===== src/rtl/cart_loader.sv =====
// Cartridge loader: streams an HPS download into cartridge RAM while holding the CPU,
// and arbitrates single outstanding CPU reads against the same RAM port.
module cart_loader #(
    parameter logic [7:0] CART_INDEX  = 8'd1,
    parameter int         ADDR_W      = 15,
    parameter int         RELEASE_CYC = 16
) (
    input  logic              clk_sys,
    input  logic              reset,
    input  logic              ioctl_download,
    input  logic [7:0]        ioctl_index,
    input  logic              ioctl_wr,
    input  logic [24:0]       ioctl_addr,
    input  logic [7:0]        ioctl_dout,
    input  logic              cpu_req,
    input  logic [ADDR_W-1:0] cpu_addr,
    output logic [7:0]        cpu_rd_data,
    output logic              cpu_ack,
    output logic              cpu_hold,
    output logic [ADDR_W-1:0] ram_addr,
    output logic [7:0]        ram_din,
    output logic              ram_we,
    input  logic [7:0]        ram_dout,
    output logic [ADDR_W:0]   cart_size,
    output logic              cart_valid,
    output logic              overflow
);

    localparam int CNT_W = $clog2(RELEASE_CYC + 1);
    localparam logic [CNT_W-1:0] REL_LAST = CNT_W'(RELEASE_CYC - 1);

    typedef enum logic [1:0] {IDLE, RD_WAIT, LOADING, RELEASE} state_t;

    state_t           state;
    logic             dl_q;
    logic             rd_phase;
    logic [CNT_W-1:0] rel_cnt;

    logic             dl_start;
    logic             addr_ovf;
    logic [ADDR_W:0]  wr_end;

    assign dl_start = ioctl_download & ~dl_q & (ioctl_index == CART_INDEX);
    assign addr_ovf = |ioctl_addr[24:ADDR_W];
    assign wr_end   = {1'b0, ioctl_addr[ADDR_W-1:0]} + (ADDR_W + 1)'(1);

    always_ff @(posedge clk_sys or posedge reset) begin
        if (reset) begin
            state       <= IDLE;
            // NOTE: dl_q resets high so a download still active across reset is not
            // mistaken for a fresh start; only a genuine 0->1 edge begins a load.
            dl_q        <= 1'b1;
            rd_phase    <= 1'b0;
            rel_cnt     <= '0;
            cpu_rd_data <= '0;
            cpu_ack     <= 1'b0;
            cpu_hold    <= 1'b0;
            ram_addr    <= '0;
            ram_din     <= '0;
            ram_we      <= 1'b0;
            cart_size   <= '0;
            cart_valid  <= 1'b0;
            overflow    <= 1'b0;
        end else begin
            dl_q    <= ioctl_download;
            cpu_ack <= 1'b0;
            ram_we  <= 1'b0;

            if (dl_start) begin
                // A start preempts everything, including an in-flight read.
                state      <= LOADING;
                cpu_hold   <= 1'b1;
                cart_size  <= '0;
                cart_valid <= 1'b0;
                overflow   <= 1'b0;
                rd_phase   <= 1'b0;
            end else begin
                case (state)
                    IDLE: begin
                        if (cpu_req) begin
                            ram_addr <= cpu_addr;
                            rd_phase <= 1'b0;
                            state    <= RD_WAIT;
                        end
                    end

                    RD_WAIT: begin
                        // First cycle covers the RAM's registered read latency.
                        if (!rd_phase) begin
                            rd_phase <= 1'b1;
                        end else begin
                            cpu_rd_data <= ram_dout;
                            cpu_ack     <= 1'b1;
                            rd_phase    <= 1'b0;
                            state       <= IDLE;
                        end
                    end

                    LOADING: begin
                        if (ioctl_wr) begin
                            if (addr_ovf) begin
                                overflow <= 1'b1;
                            end else begin
                                ram_we   <= 1'b1;
                                ram_addr <= ioctl_addr[ADDR_W-1:0];
                                ram_din  <= ioctl_dout;
                                if (wr_end > cart_size) begin
                                    cart_size <= wr_end;
                                end
                            end
                        end
                        if (!ioctl_download) begin
                            rel_cnt <= '0;
                            state   <= RELEASE;
                        end
                    end

                    RELEASE: begin
                        if (rel_cnt == REL_LAST) begin
                            cpu_hold   <= 1'b0;
                            cart_valid <= (cart_size != '0);
                            state      <= IDLE;
                        end else begin
                            rel_cnt <= rel_cnt + CNT_W'(1);
                        end
                    end

                    default: state <= IDLE;
                endcase
            end
        end
    end

endmodule


===== config.mk =====
export PLATFORM = sky130hd
export DESIGN_NAME = cart_loader
export DESIGN_NICKNAME = d
export VERILOG_FILES = /design/src/rtl/cart_loader.sv
export SDC_FILE = /design/constraint.sdc
export NUM_CORES = 1
export LEC_CHECK = 0
export CORE_MARGIN = 5
export CORE_UTILIZATION = 49
export CTS_CLUSTER_DIAMETER = 50
export DETAILED_ROUTE_END_ITERATION = 12
export HOLD_SLACK_MARGIN = 0.08
export PLACE_DENSITY = 0.94
export SYNTH_ARGS = -nofsm -noshare
export SYNTH_HDL_FRONTEND = slang
export SYNTH_SLANG_ARGS = --single-unit

===== constraint.sdc =====
create_clock -name clk_sys -period 5.6 [get_ports clk_sys]
set_input_delay 0.84 -clock clk_sys [delete_from_list [all_inputs] [get_ports clk_sys]]
set_output_delay 0.84 -clock clk_sys [all_outputs]
set_load 0.05 [all_outputs]

## Word-level counts from Yosys, hierarchy flattened

Cells that the tools add are included.

| cells by class | value |
|---|---|
| add/sub/neg operators | 2 |
| $lt $le $gt $ge | 1 |
| eq/ne operators | 15 |
| muxes and demuxes | 39 |
| bitwise operators | 5 |
| reduce and logical (&&, ||, !) cells | 21 |

Operators by type and width:

| kind | number |
|---|---|
| $mux 16 | 5 |
| $mux 15 | 3 |
| $pmux 15 s2 | 1 |
| $mux 1 | 20 |
| $add 15x1->16 const B | 1 |
| $gt 16x16->1 | 1 |
| $reduce_and 4->1 | 4 |
| $reduce_bool 16->1 | 1 |
| $reduce_bool 2->1 | 8 |
| $ne 2x2->1 const B | 6 |
| $ne 3x3->1 const B | 4 |
| $mux 2 | 5 |
| $mux 5 | 2 |
| $pmux 5 s2 | 1 |
| $reduce_or 10->1 | 1 |
| $eq 8x1->1 const B | 1 |
| $pmux 2 s4 | 1 |
| $reduce_and 3->1 | 2 |
| $add 5x1->5 const B | 1 |
| $eq 5x4->1 const B | 1 |
| $reduce_and 5->1 | 1 |
| $eq 2x2->1 const B | 2 |
| $reduce_and 2->1 | 2 |
| $not 1->1 | 3 |
| other kinds (5) | 6 |

| word-level totals | value |
|---|---|
| register bits after elaboration | 61 |
| output and inout bits | 52 |
| logic and storage cells | 96 |

## Depth between registers and ports, before layout

Gate-level depths: netlist (run 1).

| logic depth | value |
|---|---|
| word-level depth | 7 |
| gate-level depth with buffers | 13 |

## Worst setup path after synthesis (run 1)

No wires, ideal clock.

| timing | value |
|---|---|
| path kind | input to register |
| start point | input ioctl_addr[3] |
| end point | register cart_size[0] |
| setup time | 0.126 ns |
| data arrival time | 3.748 ns |
| required time | 5.474 ns |
| path slack | 1.726 ns |
| stages | 13 |
| path through | and4_1 clkbuf_1 nand4_1 o21a_1 or2_2 ha_1 nand4_1 or4_1 a21o_1 a41o_1 buf_2 buf_4 mux2i_1 |

| between the ends | value |
|---|---|
| cells in the longest elaborated chain, start to end | 4 |

Ends and longest elaborated chain:

| element | RTL line | text |
|---|---|---|
| from (decl) | 13 | `input logic [24:0] ioctl_addr,` |
| $add 15x1->16 | 45 | `assign wr_end = {1'b0, ioctl_addr[ADDR_W-1:0]} + (ADDR_W + 1)'(1);` |
| $gt 16x16->1 | 107 | `if (wr_end > cart_size) begin` |
| $reduce_bool 2->1 (no line) | - |  |
| $reduce_and 4->1 (no line) | - |  |
| to (signal assigned) | 108 | `cart_size <= wr_end;` |
| to (decl) | 24 | `output logic [ADDR_W:0] cart_size,` |

Every way passes these cells.
A chain may end at the register's enable or synchronous reset.

## Final worst setup path (run 1)

| timing | value |
|---|---|
| start point | input ioctl_addr[2] |
| end point | register cart_size[1] |

The elaborated chain is that of the path after synthesis.

==> results of run 1 <==
sequential cells by signal, summed over array words and instances (netlist names):
| name | flops |
|---|---|
| cart_valid | 1 |
| ram_din | 8 |
| rd_phase | 1 |
| cart_size | 16 |
| cpu_ack | 1 |
| overflow | 1 |
| ram_addr | 15 |
| dl_q | 1 |
| ram_we | 1 |
| state | 2 |
| cpu_rd_data | 8 |
| cpu_hold | 1 |
| rel_cnt | 5 |
synth_stat cells (all sizes together):
cell type	count	area [um2]
xnor2	11	96.3
or2	1	6.26
xor2	1	8.76
mux2	31	387
clkbuf	10	37.5
nand4	12	75.1
a32o	1	10.0
nand2b	2	12.5
nand4b	1	8.76
nor2b	4	25.0
nor2	16	60.1
mux4	1	22.5
a21o	1	7.51
nand2	91	342
ha	19	238
and4	4	35.0
and2	2	12.5
and3	3	18.8
a21oi	8	40.0
dfstp	1	26.3
nor4	5	46.3
nor3	4	20.0
o211ai	1	7.51
or4	3	26.3
o21ai	8	40.0
buf	6	53.8
a41o	1	10.0
dfrtp	60	1500
mux2i	17	170
nor4b	1	8.76
a211o	1	8.76
a31oi	1	6.26
o2111ai	1	8.76
nand3	6	30.0
or3	2	12.5
inv	19	71.3
o21a	1	7.51
nor3b	1	7.51
kinds of logic after synthesis:
family / synth area share, %
simple gates: 21.3
mux: 16.5
xor+xnor: 3.00
compound gates: 4.18
flops: 43.6
fa+ha+maj: 6.78
buf+inv: 4.64
through the flow:
stage	util (%)	hold slack, ns	setup WS (ns)	area (um2)	cells
6_report	72.0	0.509	1.08	4940	578
5_1_grt	72.0	0.516	0.791	4940	578
4_1_cts	72.0	0.505	1.10	4940	578
3_3_place_gp	69.4	0.462	0.900	4770	562
2_1_floorplan	-	0.450	1.73	3510	358
3_5_place_dp	69.4	0.495	0.756	4770	562
layout make-up:
cell class,instances,area share [%]
clock inverter,5,0.734
clock buffer,11,2.86
tap,96,2.43
multi-input combinational,262,36.7
timing repair buffer,124,24.9
inverter,19,1.44
sequential,61,30.9
worst register-to-register path: stages, from the launching register on:
cell	delay, ns
dfrtp_1	0.41
inv_1	0.07
ha_1	0.29
nand4_1	0.17
or4_1	0.58
o2111ai_1	0.22
a41o_1	0.41
buf_4	0.29
mux2i_1	0.24
layer usage:
layer,vias up,global-route usage [%]
met5,-,0
met3,29,7.09
met4,0,9.98
met2,129,43.4
li1,1465,-
met1,1494,25.2
power by group through the flow:
stage | Clock [mW] | Combinational, mW | Sequential (mW)
global placement | 0 | 0.925 | 0.638
floorplan | 0 | 0.310 | 0.959
finish | 0.355 | 0.953 | 0.648
CTS | 0.362 | 0.959 | 0.646
detailed placement | 0 | 0.952 | 0.652
global route | 0.383 | 1.01 | 0.662
placed cells by master (no fill, tap or decap), types with 4 or more instances in the layout:
cell             synthesis  final
nor3_1                   4      4
mux2_4                  10     10
mux2i_1                 17     17
o21ai_0                  8      8
and4_1                   4      4
buf_4                    1      4
nand3_1                  6      6
xnor2_1                 11     11
nor4_1                   4      4
clkbuf_8                 0     10
nor2b_1                  4      4
ha_1                    19     19
nand4_1                 12     12
a21oi_1                  8      8
nand2_1                 91     91
mux2_2                  21     21
inv_1                   19     18
clkdlybuf4s50_1          0    120
nor2_1                  16     16
dfrtp_1                 60     60
worst min path at each step:
stage                              start              to  depth (start not counted)
after floorplan               rel_cnt[4]      rel_cnt[4]                          2
after global placement          cpu_hold        cpu_hold                          2
after detailed placement  cpu_rd_data[1]  cpu_rd_data[1]                          1
after CTS                     rel_cnt[4]      rel_cnt[4]                          2
after global routing        ram_addr[12]    ram_addr[12]                          1
final                     cpu_rd_data[1]  cpu_rd_data[1]                          1
==> summary.md, run 1 <==
The flow ran to the end, and the final reports show no timing, DRC or antenna violations. The post-layout minimum cycle time is 4.52 ns, and the maximum vdd drop is 0.322 mV. The count of yosys warnings during synthesis was 0; the final total power was 1.96 mW.

Dividing the detail-routed wire length by the instance count gives 17.7 um. The final setup violation count came out at 0. Global routing finished with a remaining overflow of 0. Clock tree synthesis selected as its root buffer the cell clkbuf_8. The clock-pin slew on the worst setup and hold paths came out at 0.07 ns. The logs give 23.4% for the worst slew slack as a fraction of its limit and 0.00687 mm2 for the core footprint. The post-synth design cell area is 0.00351 mm2, and the die extent in y is 94.6 um. The critical path ends at cart_size[1]. The path class of the tightest hold or removal check is flip-flop to flip-flop. The count of inserted antenna diode cells is 0.

The routed design uses 5.45 mm of met2 wire. The clock skew after layout was 0.00814 ns; the arrival time of the worst setup path was 4.77 ns. The detailed router put a total of 3.73 mm of wire on met1. The highest net fanout along the worst path was 9. Summed over all failing endpoints, the final setup total negative slack is 0 ns. The first routing iteration left 130 violations.

The tools report the number of sinks handled by clock tree synthesis as 61. Final worst-path cycle share: 80.8%. The type of origin of the critical path is an input pin. For this design, the slowest cell found on the critical path is clkdlybuf4s50_1. The instance count of the mapped netlist was 358; the proportion of power drawn by flip-flops and latches was 33.1%.

The logs give 10.2 mm for the routed wire length and 23.7% for the combined global-route utilization of all metal layers. After detailed routing, the met3 layer carries 762 um of wire. The number of buffers on the longest clock path was 2. Static timing analysis puts the maximum clock frequency at 0.221 GHz. For the number of antenna violations at the first check in global routing, the log shows 0. Broken down by cell family, the worst path's largest delay share belongs to simple AND/OR/NAND/NOR gates.

The number of vias per cell after detailed routing was 5.39. The worst setup path is captured at a flip-flop. The distinct cell type count after synthesis is 44, and the number of buffer cells added on primary ports is 120.

Counting flops and latches in the post-synthesis netlist gives 61. Measured in cells, the most critical reg-to-reg path has a length of 8. For the number of max-capacitance violations reported, the log shows 0.

The critical path is of the input pin to flip-flop type. The cell with the most instances on the worst path was nand4_1. The sequential cell area fraction in the yosys report was 43.6%. The count of endpoints failing hold in the final timing report is 0, and the clock share of power is 18.1%. The number of global-route vias before repair is 3333, and the fraction of layout cells with a size suffix above 1 is 11.6%.

The area growth from synthesis to layout was 41.0%. The logs give 0.34 ns for the worst-skew pair later-pin latency and 0.848 mW for the net switching power. The H-tree was split into 3 levels.

Transition at the pin with the smallest max-transition slack: 1.15 ns. The logs give 51.0% for the initial core utilization and 48.7% for the proportion of power drawn by combinational gates. The largest single stage delay on the critical path is 0.60 ns.

The number of logic stages on the critical path including buffering works out to 12. For the number of max-slew violations in the final report, the log shows 0. In this run the critical register-to-register path is launched from cart_size[15].

The number of buffer and inverter instances along the worst setup path is 2, and the detailed-routing iteration count for the pre-antenna-repair pass is 5. The floorplan step defined a die boundary enclosing 0.00895 mm2. The number of fill cells is 498, and the count of buffers added by post-CTS timing repair for setup is 0. The logs give 9 for the number of clock buffers inserted by TritonCTS and 30 for the number of core rows. The x dimension of the die is 94.6 um. For this block, the via count after detailed routing is 3117. In the final layout, the multi-input gates occupy 0.00182 mm2. 121 I/O pins were placed. After the last flow step, the layout net total stands at 565. Tracing the worst setup path back leads to its startpoint at ioctl_addr[2]. The run gives 446 as the number of nets in the synthesized netlist.

The run gives 2.29 nW as the static leakage power. For flop-to-flop paths, the worst setup slack is 2.83 ns. In this run, post-CTS hold repair placed 0 buffers. The logs give 62 for the maximum number of pins on one net before global-route repair and 0.886 for the final weighted congestion in routability-driven placement. The count of nets left with antenna violations once routing finished came out at 0. The first-pass GRT wire length is 16.2 mm. For the detailed-placement wirelength estimate, the log shows 8.00 mm.

The reg-to-reg critical path endpoint is cart_size[1]. In this run the power density over the cells is 396 mW/mm2. Data on the critical path is required at its endpoint by 5.85 ns. The number of gates resized after CTS is 0.

Traced cell by cell, the critical path runs through clkdlybuf4s50_1, and4_1, nand4_1, o21a_1, or2_2, ha_1, nand4_1, or4_1, o2111ai_1, a41o_1, buf_4, mux2i_1. Of the total power, the share spent switching nets is 43.3%. The internal power of the cells totals 1.11 mW. The highest metal layer carrying signal wires in the routed design is met4.

Across the whole layout, storage elements account for 0.00153 mm2. TritonCTS built the clock tree. Setup repair after global routing left no endpoint under its margin.

For this run, design rule violations remaining after detail routing come to 0. The average instance in the mapped netlist occupies 9.79 um2.
Power figures use the tool's default switching activity.
==> run 2, diff against run 1 <==
--- a/config.mk
+++ b/config.mk
@@ -6,11 +6,11 @@
 export NUM_CORES = 1
 export LEC_CHECK = 0
 export CORE_MARGIN = 5
-export CORE_UTILIZATION = 49
+export CORE_UTILIZATION = 41
 export CTS_CLUSTER_DIAMETER = 50
 export DETAILED_ROUTE_END_ITERATION = 12
 export HOLD_SLACK_MARGIN = 0.08
-export PLACE_DENSITY = 0.94
+export PLACE_DENSITY = 0.84
 export SYNTH_ARGS = -nofsm -noshare
 export SYNTH_HDL_FRONTEND = slang
 export SYNTH_SLANG_ARGS = --single-unit
==> constraint.sdc (replaced) <==
create_clock -name clk_sys -period 3.8 [get_ports clk_sys]
set_input_delay 0.57 -clock clk_sys [delete_from_list [all_inputs] [get_ports clk_sys]]
set_output_delay 0.57 -clock clk_sys [all_outputs]
set_load 0.05 [all_outputs]
==> run 2 against run 1 <==
Via count shrank 0.55%. Global-route usage shrank 4.0 points. Core utilization shrank 10 points. Clock power grew 62%. Die area grew 17%. Largest power group unchanged. First-iteration DRC count grew 7.7%. Flip-flop and latch count is the same. Cell count grew 4.5%. Design area grew 3.4%. Critical endpoint is now cart_size[7]. Combinational power grew 48%.
==> summary.md, run 2 (synthesis gave the netlist of run 1 again) <==
The flow ran to the end, and the final reports show no timing, DRC or antenna violations. The number of buffers on the longest clock path came out at 2 (unchanged). The count of buffers added by post-CTS timing repair for setup is 0 (unchanged), and the highest net fanout along the worst path is 16 (+7).

The routed wire length was 9.87 mm (-3.6%); the sum of overflow across all layers after global routing was 0 (unchanged). The final worst-path cycle share is 90.3%, and the initial core utilization is 42.5% (-8.6 points). Number of gates resized after CTS: 0 (unchanged).

The startpoint identified for the worst register-to-register timing path is cart_size[13]. The count of nets after finishing came out at 582 (+3.0%). The worst hold path begins at rel_cnt[4]. The number of global-route vias before repair came out at 3374 (+1.2%). For the maximum number of pins on one net before global-route repair, the log shows 38 (-39%). The tools report the required arrival time at the worst endpoint as 4.05 ns (-1.80 ns). The first-pass GRT wire length is 16.0 mm (-0.98%). The flip-flop count of the largest register after layout is 16 (unchanged), and the clock skew after layout is 0.00874 ns (+0.000606 ns).

The min-delay analysis places its worst path in the category flip-flop to flip-flop. For the top-level port count, the log shows 121 (unchanged). The detailed-placement wirelength estimate is 7.75 mm (-3.1%), and the transition at the pin with the smallest max-transition slack is 0.844 ns (-0.303 ns). The number of max-capacitance violations reported came out at 0 (unchanged). For the reg2reg setup slack, the log shows 1.48 ns (-1.35 ns). Critical path endpoint category: a flip-flop. Number of sinks handled by clock tree synthesis: 61 (unchanged).

The run gives 0 (unchanged) as the post-detailed-route DRC marker count. The die outline area was 0.0105 mm2 (+17%); the final weighted congestion in routability-driven placement was 0.837 (-5.5%). In the final layout, the registers with the most flip-flops are cart_size: 16 flops, ram_addr: 15 flops. The tools report the maximum vdd drop as 0.449 mV (+39%).

The fraction of layout cells with a size suffix above 1 was 14.4% (+2.8 points). The largest register by flop count is cart_size. The logs give 0.33 ns (about the same) for the worst-skew pair later-pin latency and 3 (unchanged) for the number of H-tree levels. The tools report the type of origin of the critical path as an input pin. The number of buffer cells added on primary ports was 120 (unchanged); the hold-fix buffer count after cts was 0 (unchanged). Combined global-route utilization of all metal layers: 19.7% (-4.0 points). The logs give 0 ns (unchanged) for the total negative slack and 0.291 GHz for the maximum clock rate. The count of inserted antenna diode cells was 0 (unchanged). X dimension of the die: 102 um (+8.3%).

The worst slew slack as a fraction of its limit is 43.7% (+20 points). Setup repair after global routing left no endpoint under its margin. The library cell used most frequently in the layout, excluding fill and tap cells, is clkdlybuf4s50_1. The final setup violation count was 0 (unchanged). The core footprint came out at 0.00826 mm2 (+20%).

The run gives 2.93 mW (+50%) as the final total power. The cell sitting at the root of the clock tree is a clkbuf_8. The arrival time of the worst setup path was 3.69 ns (-1.08 ns). The count of endpoints failing hold in the final timing report is 0 (unchanged), and the overall via count from detail_route is 3100 (-0.55%). The run gives 140 (+7.7%) as the DRC marker count from the first detailed-route iteration.

The clock-pin slew on the worst setup and hold paths was 0.07 ns (about the same); the post-layout minimum cycle time was 3.43 ns. The routed wire length per instance is 16.3 um (-7.7%), and the static leakage power is 2.39 nW (+4.5%). The pre-CTS setup slack is 0.0392 ns (-0.717 ns), and the detailed-routing iteration count for the pre-antenna-repair pass is 4 (-1).

The area growth from synthesis to layout came out at 45.8%. The kind of critical path is input pin to flip-flop. The number of max-slew violations in the final report was 0 (unchanged); the die extent in y was 102 um (+8.3%). TritonCTS built the clock tree.

For the number of antenna violations at the first check in global routing, the log shows 0 (unchanged). In the layout the commonest cells are clkdlybuf4s50_1 (120), nand2_1 (91), dfrtp_1 (60). The number of fill cells is 724 (+45%), and the power per cell area is 574 mW/mm2 (+45%).

The launching instance or port of the critical path was ioctl_addr[9]. The number of vias per cell after detailed routing is 5.13 (-4.8%). The number of clock buffers inserted by TritonCTS was 9 (unchanged); the number of core rows was 33 (+10%). The minimum setup slack in the final design came out at 0.369 ns (-0.708 ns). Number of nets with antenna violations after routing: 0 (unchanged).
run 2: cell count changes in the layout (fill, tap and decap cells not counted):
cell,change
clkinvlp_4,-2
clkinv_4,-1
clkbuf_1,+1
clkinv_2,+1
bufinv_16,+1
buf_12,+1
buf_4,+16
run 2: stage by stage:
stage          hold WS [ns]  cells  instance area [um2]  utilization, %
3_3_place_gp          0.465    588                 4920            59.5
5_1_grt               0.518    604                 5110            61.9
4_1_cts               0.488    604                 5110            61.9
6_report              0.487    604                 5110            61.9
3_5_place_dp          0.473    588                 4920            59.5
2_1_floorplan         0.450    358                 3510               -
run 2: worst paths after layout:
check                                to  cells after the start
min in group asynchronous   ram_addr[2]                      2
min reg2reg                  rel_cnt[4]                      2
max                        cart_size[7]                     12
max reg2reg                cart_size[7]                      8
min                          rel_cnt[4]                      2
max in group asynchronous          dl_q                      3
run 2: worst max-delay path, stage by stage:
cell,delay [ns]
clkdlybuf4s50_1,0.48
and4_1,0.24
nand4_1,0.14
o21a_1,0.22
or2_2,0.29
ha_1,0.29
nand4_1,0.11
or4_1,0.56
o2111ai_1,0.22
a41o_1,0.17
buf_12,0.17
mux2i_1,0.21
run 2: area by class of cell:
cell class / count / area [um2] / area share [%]
inverters: 19 / 71.3 / 1.40
flip-flops and latches: 61 / 1530 / 29.9
multi-input cells: 262 / 1820 / 35.5
clock buffers: 12 / 145 / 2.84
clock inverters: 4 / 47.5 / 0.930
well taps: 105 / 131 / 2.57
repair buffers: 141 / 1370 / 26.8
run 2: report_power, final:
group | switching (mW) | internal, mW
clock | 0.256 | 0.319
sequential | 0.122 | 0.827
combinational | 0.842 | 0.565
run 2: per-layer routing:
| metal | vias up | track usage [%] | routed length, um |
|---|---|---|---|
| met5 | - | 0 | 0 |
| met4 | 0 | 7.77 | 255 |
| met3 | 22 | 6.76 | 763 |
| met2 | 106 | 33.6 | 4950 |
| met1 | 1471 | 22.6 | 3900 |
| li1 | 1501 | - | - |
==> run 3, diff against run 2 <==
--- a/config.mk
+++ b/config.mk
@@ -5,12 +5,14 @@
 export SDC_FILE = /design/constraint.sdc
 export NUM_CORES = 1
 export LEC_CHECK = 0
+export CAP_MARGIN = 20
 export CORE_MARGIN = 5
 export CORE_UTILIZATION = 41
 export CTS_CLUSTER_DIAMETER = 50
 export DETAILED_ROUTE_END_ITERATION = 12
 export HOLD_SLACK_MARGIN = 0.08
 export PLACE_DENSITY = 0.84
+export SLEW_MARGIN = 20
 export SYNTH_ARGS = -nofsm -noshare
 export SYNTH_HDL_FRONTEND = slang
 export SYNTH_SLANG_ARGS = --single-unit
==> results of run 3 <==
The final DEF is identical to that of run 2; final timing and power are the same.
